--- config.mk ---
export PLATFORM = sky130hd
export DESIGN_NAME = exp_table_scheduler
export DESIGN_NICKNAME = d
export VERILOG_FILES = /design/src/rtl/exp_table_scheduler.sv
export SDC_FILE = /design/constraint.sdc
export NUM_CORES = 1
export LEC_CHECK = 0
export CAP_MARGIN = 10
export CORE_MARGIN = 5
export CORE_UTILIZATION = 48
export CTS_CLUSTER_DIAMETER = 100
export DETAILED_ROUTE_END_ITERATION = 7
export GPL_TIMING_DRIVEN = 0
export PLACE_DENSITY = 0.86
export SLEW_MARGIN = 20
export SYNTH_ARGS = -nofsm -noshare
export SYNTH_HDL_FRONTEND = slang
export SYNTH_SLANG_ARGS = --single-unit
--- constraint.sdc ---
create_clock -name CLK -period 3.51 [get_ports CLK]
set_input_delay 0.351 -clock CLK [delete_from_list [all_inputs] [get_ports CLK]]
set_output_delay 0.351 -clock CLK [all_outputs]
set_load 0.02 [all_outputs]
--- src/rtl/exp_table_scheduler.sv ---
// Round-robin scheduler that shares one exp(x*sigma) table generator among
// N_REQ requesters and streams each sweep into the winner's table RAM bank.
module exp_table_scheduler #(
   parameter int N_REQ      = 4,
   parameter int BANK_BITS  = 2,
   parameter int PATH_WIDTH = 10,
   parameter int X_MIN      = -307,
   parameter int X_MAX      = 280,
   parameter int QUIET      = 32
) (
   input  logic                            CLK,
   input  logic                            RST,
   input  logic [N_REQ-1:0]                iReq,
   input  logic [18*N_REQ-1:0]             iSigma,
   output logic [N_REQ-1:0]                oAck,
   output logic                            oErr,
   output logic [N_REQ-1:0]                oBankValid,
   output logic                            oBusy,
   output logic [17:0]                     oGenSigma,
   output logic                            oGenStart,
   input  logic [17:0]                     iGenData,
   input  logic [PATH_WIDTH-1:0]           iGenAddr,
   input  logic                            iGenValid,
   input  logic                            iGenDone,
   output logic                            oWrEn,
   output logic [BANK_BITS+PATH_WIDTH-1:0] oWrAddr,
   output logic [17:0]                     oWrData
);

   localparam logic [2:0] S_QUIET  = 3'd0;
   localparam logic [2:0] S_IDLE   = 3'd1;
   localparam logic [2:0] S_LAUNCH = 3'd2;
   localparam logic [2:0] S_RUN    = 3'd3;
   localparam logic [2:0] S_ACK    = 3'd4;

   localparam int QW = $clog2(QUIET + 1);
   localparam logic [PATH_WIDTH-1:0] N_SAMPLES = PATH_WIDTH'(X_MAX - X_MIN);
   localparam logic [PATH_WIDTH-1:0] ADDR_BIAS = PATH_WIDTH'(X_MIN);

   logic [2:0]                      state_q, state_d;
   logic [QW-1:0]                   quiet_q, quiet_d;
   logic [BANK_BITS-1:0]            ptr_q, ptr_d;
   logic [BANK_BITS-1:0]            grant_q, grant_d;
   logic [PATH_WIDTH-1:0]           cnt_q, cnt_d;
   logic [17:0]                     sigma_q, sigma_d;
   logic [N_REQ-1:0]                bank_valid_q, bank_valid_d;
   logic                            ign_q, ign_d;
   logic                            busy_q, busy_d;
   logic                            wr_en_q, wr_en_d;
   logic [BANK_BITS+PATH_WIDTH-1:0] wr_addr_q, wr_addr_d;
   logic [17:0]                     wr_data_q, wr_data_d;

   logic [N_REQ-1:0]     req_eff;
   logic                 pick_found;
   logic [BANK_BITS-1:0] pick_idx;
   logic                 count_bad;

   // The just-acked requester is masked for the ACK cycle and the IDLE cycle
   // after it, so a level request left high is taken as a fresh request.
   always_comb begin
      logic [BANK_BITS-1:0] idx;
      idx        = '0;
      req_eff    = iReq;
      if (ign_q) req_eff[grant_q] = 1'b0;
      pick_found = 1'b0;
      pick_idx   = ptr_q;
      // Scan downward so the last hit is the nearest one at or above ptr_q.
      for (int k = N_REQ - 1; k >= 0; k--) begin
         idx = ptr_q + BANK_BITS'(k);
         if (req_eff[idx]) begin
            pick_found = 1'b1;
            pick_idx   = idx;
         end
      end
   end

   assign count_bad = (cnt_q != N_SAMPLES);

   always_comb begin
      // NOTE: every next-state signal gets a default first so no path through
      // the case statement can leave one unassigned and infer a latch.
      state_d      = state_q;
      quiet_d      = quiet_q;
      ptr_d        = ptr_q;
      grant_d      = grant_q;
      cnt_d        = cnt_q;
      sigma_d      = sigma_q;
      bank_valid_d = bank_valid_q;
      ign_d        = 1'b0;
      wr_en_d      = 1'b0;
      wr_addr_d    = wr_addr_q;
      wr_data_d    = wr_data_q;

      case (state_q)
         S_QUIET: begin
            if (iGenValid || iGenDone) begin
               quiet_d = '0;
            end else if (quiet_q == QW'(QUIET - 1)) begin
               quiet_d = '0;
               state_d = S_IDLE;
            end else begin
               quiet_d = quiet_q + QW'(1);
            end
         end
         S_IDLE: begin
            if (pick_found) begin
               grant_d                = pick_idx;
               sigma_d                = iSigma[18*pick_idx +: 18];
               bank_valid_d[pick_idx] = 1'b0;
               cnt_d                  = '0;
               state_d                = S_LAUNCH;
            end
         end
         S_LAUNCH: state_d = S_RUN;
         S_RUN: begin
            if (iGenValid) begin
               wr_en_d   = 1'b1;
               wr_data_d = iGenData;
               wr_addr_d = {grant_q, iGenAddr - ADDR_BIAS};
               if (cnt_q != {PATH_WIDTH{1'b1}}) cnt_d = cnt_q + PATH_WIDTH'(1);
            end
            if (iGenDone) state_d = S_ACK;
         end
         S_ACK: begin
            bank_valid_d[grant_q] = ~count_bad;
            ptr_d                 = grant_q + BANK_BITS'(1);
            ign_d                 = 1'b1;
            state_d               = S_IDLE;
         end
         default: state_d = S_QUIET;
      endcase

      busy_d = (state_d != S_IDLE);
   end

   // NOTE: sequential state uses non-blocking assignments so every register
   // samples the pre-edge value of every other register.
   always_ff @(posedge CLK) begin
      if (RST) begin
         state_q      <= S_QUIET;
         quiet_q      <= '0;
         ptr_q        <= '0;
         grant_q      <= '0;
         cnt_q        <= '0;
         sigma_q      <= '0;
         bank_valid_q <= '0;
         ign_q        <= 1'b0;
         busy_q       <= 1'b0;
         wr_en_q      <= 1'b0;
         wr_addr_q    <= '0;
         wr_data_q    <= '0;
      end else begin
         state_q      <= state_d;
         quiet_q      <= quiet_d;
         ptr_q        <= ptr_d;
         grant_q      <= grant_d;
         cnt_q        <= cnt_d;
         sigma_q      <= sigma_d;
         bank_valid_q <= bank_valid_d;
         ign_q        <= ign_d;
         busy_q       <= busy_d;
         wr_en_q      <= wr_en_d;
         wr_addr_q    <= wr_addr_d;
         wr_data_q    <= wr_data_d;
      end
   end

   always_comb begin
      oAck = '0;
      if (state_q == S_ACK) oAck[grant_q] = 1'b1;
   end

   assign oErr       = (state_q == S_ACK) && count_bad;
   assign oGenStart  = (state_q == S_LAUNCH);
   assign oBankValid = bank_valid_q;
   assign oBusy      = busy_q;
   assign oGenSigma  = sigma_q;
   assign oWrEn      = wr_en_q;
   assign oWrAddr    = wr_addr_q;
   assign oWrData    = wr_data_q;

endmodule

==> Yosys cells after proc, flatten, opt, wreduce, memory -nomap -nowiden <==
Index checks and enable logic that the tools add are counted.
{ "op_classes": {"reduce_logical": 12, "muxes": 38, "order_cmp": 8, "add_sub_neg": 7, "n_mul": 1, "eq_ne": 11, "shifts": 1, "n_bitwise": 6} }
{ "op_table": {"columns": ["operator", "count"], "rows": [
  ["$shiftx 72x8->18", 1],
  ["$mux 10", 3],
  ["$ne 10x10->1 const B", 2],
  ["$pmux 10 s2", 1],
  ["$lt 2x3->1 const B", 6],
  ["$pmux 3 s5", 1],
  ["$mux 1", 12],
  ["$mux 3", 4],
  ["$mux 4", 3],
  ["$mux 6", 2],
  ["$add 10x1->10 const B", 1],
  ["$sub 10x10->10 const B", 1],
  ["$and 4x4->4", 2],
  ["$bmux 1 s2", 4],
  ["$mux 2", 4],
  ["$not 4->4", 2],
  ["$pmux 4 s2", 1],
  ["$add 6x1->6 const B", 1],
  ["$eq 3x2->1 const B", 2],
  ["$eq 6x5->1 const B", 1],
  ["$mul 4x2->6 const A", 1],
  ["$ne 2x2->1 const B", 3],
  ["$reduce_and 2->1", 3],
  ["$add 2x1->2 const B", 2],
  ["other kinds (14)", 21]
]} }
{ "totals": {"input_bits": 108, "output_inout_bits": 60, "regBits": 78} }

==> Longest topological paths before layout <==
Gate-level depths: netlist of the first run.
{ "depth": {"word_depth": 21, "mapped_depth": 11} }

==> Worst setup path after synthesis of the first run <==
Ideal clock, no wire load.
{ "synth_timing": {"path_kind": "flip-flop to flip-flop", "start": "reg grant_q[0]", "end": "reg sigma_q[10] (netlist: oGenSigma[10])", "slack_ns": 1.289, "required_ns": 3.369, "arrival_time_ns": 2.080, "setup_time_ns": 0.141, "stages_incl_launch_ff": 11, "synth_period_minus_slack_ns": 2.221, "cell_sequence": "dfxtp_1 inv_1 ha_1 a21boi_4 o21ai_1 and2_1 buf_6 buf_6 a221o_1 a211oi_2 a211oi_2"} }
{ "synth_via": {"elab_chain_cells": 15, "word_cells_on_any_way": 27} }
{ "synth_lines": {"columns": ["element", "line_no", "source"], "rows": [
  ["start: declaration", "43", "logic [BANK_BITS-1:0] grant_q, grant_d;"],
  ["start signal: assignment", "156", "grant_q <= grant_d;"],
  ["$lt 2x3->1 (implied by the code) / $ge 2x1->1 (equally long branches)", "64", "if (ign_q) req_eff[grant_q] = 1'b0;"],
  ["$logic_and 1x1->1 (implied by the code)", "64", null],
  ["$mux 1 (implied by the code)", "64", null],
  ["$demux 1 s2 *", "64", null],
  ["$not 4->4 (no source line) *", null, null],
  ["$and 4x4->4 (no source line) *", null, null],
  ["$mux 4 *", "64", null],
  ["$bmux 1 s2", "70", "if (req_eff[idx]) begin"],
  ["$mux 1 (implied by the code)", "70", null],
  ["$mux 2 (4 in series)", "70", null],
  ["$mul 4x2->6", "108", "sigma_d = iSigma[18*pick_idx +: 18];"],
  ["$shiftx 72x8->18", "108", null],
  ["end signal: assignment", "158", "sigma_q <= sigma_d;"],
  ["end: declaration", "45", "logic [17:0] sigma_q, sigma_d;"]
]} }
Every way passes the cells marked *; elsewhere a longest branch is shown, timed or not. The select of a mux whose other input is x is not followed.
A chain may end at the register's enable or synchronous reset.

==> Final worst setup path of the first run <==
{ "layout_timing": {"start": "reg cnt_q[0]", "end": "out oErr"} }
{ "layout_via": {"elab_chain_cells": 2} }
{ "layout_lines": {"columns": ["element", "line_no", "source"], "rows": [
  ["start: declaration", "44", "logic [PATH_WIDTH-1:0] cnt_q, cnt_d;"],
  ["start signal: assignment", "157", "cnt_q <= cnt_d;"],
  ["$ne 10x10->1", "77", "assign count_bad = (cnt_q != N_SAMPLES);"],
  ["$logic_and 1x1->1", "173", "assign oErr = (state_q == S_ACK) && count_bad;"],
  ["end: declaration", "16", "output logic oErr,"]
]} }
Every way passes these cells.

==> impl_metrics.toml, run 1 <==
[worst_setup_path]
cp_num_buf_inv = 1
critical_path.reg2reg.endpoint = "grant_q[1]"
worst_path_max_delay_cell = "sky130_fd_sc_hd__nor4_2"
worst_path_dominant_cell_family = "simple AND/OR/NAND/NOR gates"
critPathRequiredTime_ns = 3.16
reg2reg_setup_slack_ns = 0.83
crit_arrival_ns = 2.52
critical_path.max_stage_delay_ns = 0.68
worst_path_cell_trace = "ha_1 -> nand4_1 -> nor4_2 -> nor2_1 -> clkdlybuf4s50_1"
critical_path.endpoint_type = "output port"
critPathKind = "flip-flop to output port"
critical_path.startpoint_type = "flip-flop"
cp_max_fo = 5
reg2reg_depth = 8
critical_path.reg2reg.startpoint = "grant_q[0]"

[sta]
min_period_over_period_pct = 81.9
clock_period_minus_worst_slack_ns = 2.87
highest_clock_frequency_the_design_can_meet_mhz = 348
holdWs_ns = 0.459
rsz0062_at_grt = "no"
worst_slew_margin_rel_pct = 46.7
timing_worst_slew_pin_value_ns = 0.793
timing_max_transition_violations_final = 0
final-hold-violation-count = 0
timing.final.ws_setup_ns = 0.636
fin_setup_tns_ns = 0
setup-violations-final = 0
worst_clock_skew_ns = 0.0111

[hold_path]
holdCritStartpoint = "oWrData[9]"
worstHoldPathType = "flip-flop to flip-flop"
worst_hold_path.num_cells = 2
holdPathEnd = "oWrData[9]"

[synth]
yosys.cell_types.count = 67
mappedNetlistNets = 631
post_synth_inst_count = 516
ys_seq_area_share_pct = 35.1
synthesis.area_sq_um = 4440
synthDominantCellAreaShare_pct = 35.1
synth-seq-cells = 78
yosysWarningCount = 0
ys_async_sr_fraction_pct = 0
ys_dominant_reg_cell = "sky130_fd_sc_hd__dfxtp_1"
synth_area_leaders = "sky130_fd_sc_hd__dfxtp_1 (35%), sky130_fd_sc_hd__nand2_1 (6.3%), sky130_fd_sc_hd__a211oi_2 (5.6%)"
synth_area_leader_cell = "sky130_fd_sc_hd__dfxtp_1"
synth_area_per_cell_sq_um = 8.61
number_of_synthesized_flops_with_an_enable_pin = 0

[floorplanning]
core_sq_um = 9150
initial_core_util_pct = 48.5
floorplan.rows = 35
top_level_ports = 168
die_width_microns = 106
fp.dieArea_sq_um = 11300
die_height_microns = 106

[grt]
antenna_found_initial = 0
global_route_wire_length_before_repair_microns = 23900
grt_overflow_total = 0
first_global_vias = 4900
grt.total_usage_pct = 26.0
grt_max_degree = 15

[detailed_routing]
via_count = 4746
dr.pass1.iters = 5
route.detailed.vias_per_inst = 5.86
wl_microns = 14800
route.antenna.remaining_nets = 0
route.detailed.drc = 0
avgRoutedWirePerCell_microns = 18.3
iteration_0_drc_count_of_the_detailed_router = 270

[clocking]
cts_made_buffers = 9
cts_setup_buffers = 0
path_clk_slew_ns = 0.09
tritoncts = "yes"
clk_path_buf_depth = 2
tritoncts_num_sinks = 78
clock_latency_ns = 0.36
cts-htree-levels = 3
cts-root-buf = "sky130_fd_sc_hd__clkbuf_8"
ctsResizeCount = 0
cts-hold-fix-buffers = 0

[place]
io_buffer_count = 167
dpl.cell_count = 794
dp_hpwl_microns = 11300
place_worst_setup_slack_ns = 0.880
gpl.final_weighted_congestion = 0.919

[cells_and_area]
nFillCells = 690
final_layout_size_suffix_gt1_share_pct = 10.2
area_of_the_multi_input_gates_sq_um = 2650
layout.cells.non_filler = 810
layout_overhead_on_the_synthesized_area_pct = 46.1
nNetsFinal = 809
antenna_diode_count = 0
ff_latch_area_sq_um = 1560

[power]
leakage_uw = 0.00217
irDropWorstVdd_mv = 0.245
totalPowerFinal_uw = 1940
power_density_of_the_placed_cells_nw_per_um2 = 299

[job]
max_cap_viol_count = 0

[run_status]
outcome = "finished clean"
==> power by group <==
group	leakage, uW	switching (uW)	internal (uW)
clock	0.000110	364	425
combinational	0.00143	111	152
sequential	0.000628	0.743	885
total	0.00217	476	1460
==> registers in the layout, indices dropped and copies added (netlist names) <==
signal / count
grant_q: 2
ptr_q: 2
quiet_q: 6
oBusy: 1
oWrData: 18
oGenSigma: 18
state_q: 3
cnt_q: 10
oWrEn: 1
oWrAddr: 12
ign_q: 1
oBankValid: 4
==> cells in the mapped netlist (all sizes together) (11+ instances only) <==
library cell,number
xor2,11
buf,16
a21oi,42
nor2,53
nor3b,20
a221o,18
clkbuf,21
nand2,76
a22oi,18
a211oi,42
o21ai,11
dfxtp,78
==> worst register-to-register path: stages, from the launching register on <==
cell	delay, ns
sky130_fd_sc_hd__dfxtp_1	0.46
sky130_fd_sc_hd__inv_1	0.13
sky130_fd_sc_hd__ha_1	0.28
sky130_fd_sc_hd__a21boi_4	0.42
sky130_fd_sc_hd__nor3_2	0.12
sky130_fd_sc_hd__nor2b_1	0.36
sky130_fd_sc_hd__clkbuf_1	0.49
sky130_fd_sc_hd__o211ai_1	0.19
sky130_fd_sc_hd__a21oi_1	0.16
==> area by class of cell <==
class	instances	area share, %
Sequential cell	78	24.1
Inverter	9	0.521
Clock buffer	10	2.12
Tap cell	111	2.14
Clock inverter	6	1.43
Timing Repair Buffer	167	25.8
Multi-Input combinational cell	392	40.8
Buffer	37	3.14
==> cells by family after synthesis <==
family,Yosys count,share of synthesized area (%)
AO/OA/AOI/OAI,171,31.8
XOR/XNOR,17,3.35
adder cells (fa/ha/maj),7,1.97
buffers and inverters,46,5.35
flip-flops,78,35.1
multiplexers,2,0.479
AND/OR/NAND/NOR,195,21.9
==> worst max path at each step <==
| stage | cells past startpoint | slack [ns] | start | endpoint |
|---|---|---|---|---|
| after global placement | 5 | 0.74 | cnt_q[0] | oErr |
| after global routing | 5 | 0.55 | cnt_q[1] | oErr |
| after CTS | 5 | 0.67 | cnt_q[0] | oErr |
| after floorplan | 10 | 1.29 | grant_q[0] | oGenSigma[10] |
| after detailed placement | 9 | 0.88 | iReq[1] | grant_q[1] |
| final | 5 | 0.64 | cnt_q[0] | oErr |
==> cells in the final DEF, fill, tap and decap left out, drive strengths merged, types with 2 or more instances in the layout <==
cell type | netlist | routed
xnor2 | 6 | 6
nor2 | 53 | 53
xor2 | 11 | 11
nor3b | 20 | 20
bufinv | 0 | 2
buf | 16 | 16
a21boi | 4 | 4
nand2b | 7 | 7
a221o | 18 | 18
clkbuf | 21 | 31
clkdlybuf4s50 | 0 | 167
a21o | 2 | 2
o21ai | 11 | 11
nand3 | 5 | 5
dfxtp | 78 | 78
a311o | 2 | 2
nand3b | 4 | 4
inv | 9 | 11
o2111ai | 4 | 4
nor3 | 6 | 6
a31oi | 5 | 5
ha | 7 | 7
or3 | 7 | 7
and2 | 6 | 6
o32ai | 2 | 2
a211o | 2 | 2
nand2 | 76 | 76
o31ai | 2 | 2
a22oi | 18 | 18
a21oi | 42 | 42
nor2b | 2 | 2
a21bo | 3 | 3
a211oi | 42 | 42
nor4 | 2 | 2
clkinvlp | 0 | 2
o211ai | 2 | 2
nand4 | 3 | 3
==> metal layers <==
layer	part of all wire, %	vias up	GRT usage [%]	routed length, microns
met1	39	2265	28.9	5760
met5	0	-	0	0
met4	3.2	0	11.9	474
met3	7.1	36	6.07	1050
li1	-	2254	-	-
met2	51	191	46.7	7550
==> through the flow <==
stage / util, % / area, sq um
CTS: 70.9 / 6490
detailed placement: 68.4 / 6260
floorplan: - / 4440
finish: 70.9 / 6490
global placement: 68.3 / 6250
global route: 70.9 / 6490
No activity file was read; power rests on OpenSTA's default activity.
==> run 2, diff against run 1 <==
--- a/config.mk
+++ b/config.mk
@@ -7,11 +7,11 @@
 export LEC_CHECK = 0
 export CAP_MARGIN = 10
 export CORE_MARGIN = 5
-export CORE_UTILIZATION = 48
+export CORE_UTILIZATION = 40
 export CTS_CLUSTER_DIAMETER = 100
 export DETAILED_ROUTE_END_ITERATION = 7
 export GPL_TIMING_DRIVEN = 0
-export PLACE_DENSITY = 0.86
+export PLACE_DENSITY = 0.77
 export SLEW_MARGIN = 20
 export SYNTH_ARGS = -nofsm -noshare
 export SYNTH_HDL_FRONTEND = slang
==> constraint.sdc (replaced) <==
create_clock -name CLK -period 2.5 [get_ports CLK]
set_input_delay 0.25 -clock CLK [delete_from_list [all_inputs] [get_ports CLK]]
set_output_delay 0.25 -clock CLK [all_outputs]
set_load 0.02 [all_outputs]
==> impl_metrics.toml, run 2 (synthesized netlist as in run 1, its figures left out) <==
[grt]
grt_max_degree = 16
grt.total_usage_pct = 21.9
global_route_wire_length_before_repair_microns = 23500
grt_overflow_total = 0
antenna_found_initial = 0
first_global_vias = 4761

[floorplanning]
die_width_microns = 115
fp.dieArea_sq_um = 13300
top_level_ports = 168
floorplan.rows = 38
initial_core_util_pct = 41.0
core_sq_um = 10800
die_height_microns = 115

[cells_and_area]
final_layout_size_suffix_gt1_share_pct = 12.2
layout.cells.most_common = "sky130_fd_sc_hd__clkdlybuf4s50_1"
layout.cells.non_filler = 847
layout_overhead_on_the_synthesized_area_pct = 48.9
antenna_diode_count = 0
mostFrequentLayoutCells = "sky130_fd_sc_hd__clkdlybuf4s50_1 (166), sky130_fd_sc_hd__dfxtp_1 (76), sky130_fd_sc_hd__nand2_1 (75), sky130_fd_sc_hd__nor2_1 (53), sky130_fd_sc_hd__a21oi_1 (40)"
nNetsFinal = 817

[clocking]
cts-root-buf = "sky130_fd_sc_hd__clkbuf_8"
clk_path_buf_depth = 2
tritoncts = "yes"
cts_made_buffers = 9
cts-htree-levels = 3
clock_latency_ns = 0.36
path_clk_slew_ns = 0.10
tritoncts_num_sinks = 78

[worst_setup_path]
reg2reg_depth = 9
critical_path.endpoint_type = "flip-flop"
critical_path.reg2reg.startpoint = "grant_q[0]"
worst_path_cell_trace = "ha_1 -> a21boi_4 -> buf_6 -> o21ai_1 -> a21oi_4 -> buf_6 -> nor3b_1 -> a211oi_2 -> a211oi_2"
crit_arrival_ns = 2.58
cp_num_buf_inv = 2
critPathKind = "flip-flop to flip-flop"
critPathRequiredTime_ns = 2.73
reg2reg_setup_slack_ns = 0.14
critical_path.startpoint_type = "flip-flop"
worst_path_dominant_cell_family = "compound AO/OA/AOI/OAI gates"
cp_max_fo = 10
worst_path_max_delay_cell = "sky130_fd_sc_hd__dfxtp_2"
critical_path.reg2reg.endpoint = "oGenSigma[10]"
critical_path.max_stage_delay_ns = 0.37

[power]
p_switching_uw = 686
power_density_of_the_placed_cells_nw_per_um2 = 396
leakage_uw = 0.00222
power.share.combinational_pct = 14.5
clkPwrFrac_pct = 38.1
power.share.sequential_pct = 47.4
internal-power_uw = 1940
irDropWorstVdd_mv = 0.304
swShare_pct = 26.2

[detailed_routing]
iteration_0_drc_count_of_the_detailed_router = 346
route.detailed.vias_per_inst = 5.52
via_count = 4677
route.antenna.remaining_nets = 0
avgRoutedWirePerCell_microns = 17.4
route.detailed.drc = 0
dr.pass1.iters = 5
wl_microns = 14700

[place]
io_buffer_count = 167
dpl.cell_count = 823
gpl.final_weighted_congestion = 0.914
dp_hpwl_microns = 11300

[hold_path]
worst_hold_path.num_cells = 3
worstHoldPathType = "primary input to flip-flop"
holdCritStartpoint = "iGenData[6]"
holdPathEnd = "oWrData[6]"

[sta]
rsz0062_at_grt = "yes"
fin_setup_tns_ns = 0
highest_clock_frequency_the_design_can_meet_mhz = 424
worst_clock_skew_ns = 0.0173
timing_worst_slew_pin_value_ns = 0.733
min_period_over_period_pct = 94.3
setup-violations-final = 0
clock_period_minus_worst_slack_ns = 2.36
holdWs_ns = 0.434
worst_slew_margin_rel_pct = 51.1
final-hold-violation-count = 0
timing_max_transition_violations_final = 0

[run_status]
outcome = "finished clean"

[job]
max_cap_viol_count = 0
[run 2: cell types whose count changed in the layout (fill, tap and decap cells not counted), sizes merged]
cell	before	now
buf	16	24
clkinv	0	2
bufinv	2	1
clkbuf	31	30
clkdlybuf4s50	167	166
dlymetal6s2s	0	1
[run 2: worst max path at each step]
stage / start / cells past startpoint / endpoint
after CTS: cnt_q[5] / 4 / oErr
after floorplan: grant_q[0] / 10 / oGenSigma[10]
after detailed placement: iReq[1] / 9 / grant_q[0]
after global placement: cnt_q[0] / 5 / oErr
after global routing: state_q[1] / 7 / oWrAddr[9]
final: grant_q[0] / 9 / oGenSigma[10]
[run 2: worst register-to-register path, stage by stage, from the launching register on]
cell	delay, ns
sky130_fd_sc_hd__dfxtp_2	0.37
sky130_fd_sc_hd__ha_1	0.25
sky130_fd_sc_hd__a21boi_4	0.29
sky130_fd_sc_hd__buf_6	0.21
sky130_fd_sc_hd__o21ai_1	0.12
sky130_fd_sc_hd__a21oi_4	0.34
sky130_fd_sc_hd__buf_6	0.20
sky130_fd_sc_hd__nor3b_1	0.07
sky130_fd_sc_hd__a211oi_2	0.28
sky130_fd_sc_hd__a211oi_2	0.10
[run 2: through the flow]
step | util [%] | worst slack (ns) | power (uW) | instance area [sq um]
2_1_floorplan | - | 0.279 | 1410 | 4440
3_5_place_dp | 58.1 | -0.123 | 1640 | 6300
5_1_grt | 61.0 | -0.0251 | 2720 | 6620
4_1_cts | 60.6 | 0.000114 | 2630 | 6570
6_report | 61.0 | 0.143 | 2620 | 6620
3_3_place_gp | 58.0 | -0.142 | 1630 | 6290
[run 2: cell type report]
class,count,area [sq um]
Buffer,37,206
Clock buffer,9,124
Clock inverter,7,80.1
Fill cell,932,4220
Inverter,9,33.8
Multi-Input combinational cell,392,2700
Sequential cell,78,1560
Tap cell,140,175
Timing Repair Buffer,175,1730
[run 2: power groups by stage]
stage | clock network (uW) | registers, uW | logic, uW
floorplan | 0 | 1270 | 139
global placement | 0 | 1270 | 356
detailed placement | 0 | 1270 | 363
CTS | 1010 | 1240 | 373
global route | 1070 | 1240 | 407
finish | 1000 | 1240 | 379
[run 2: metal layers]
metal / wire length [microns] / vias up / global-route usage (%)
li1: - / 2267 / -
met1: 6030 / 2204 / 25.4
met2: 7400 / 178 / 39.2
met3: 904 / 28 / 5.05
met4: 403 / 0 / 7.67
met5: 0 / - / 0
[run 2: timing repair]
action	in CTS	in global routing
endpoints found under the setup margin	24	27
resized for setup	7	7
pin swaps	3	5
hold buffers	0	0
buffers inserted	4	4
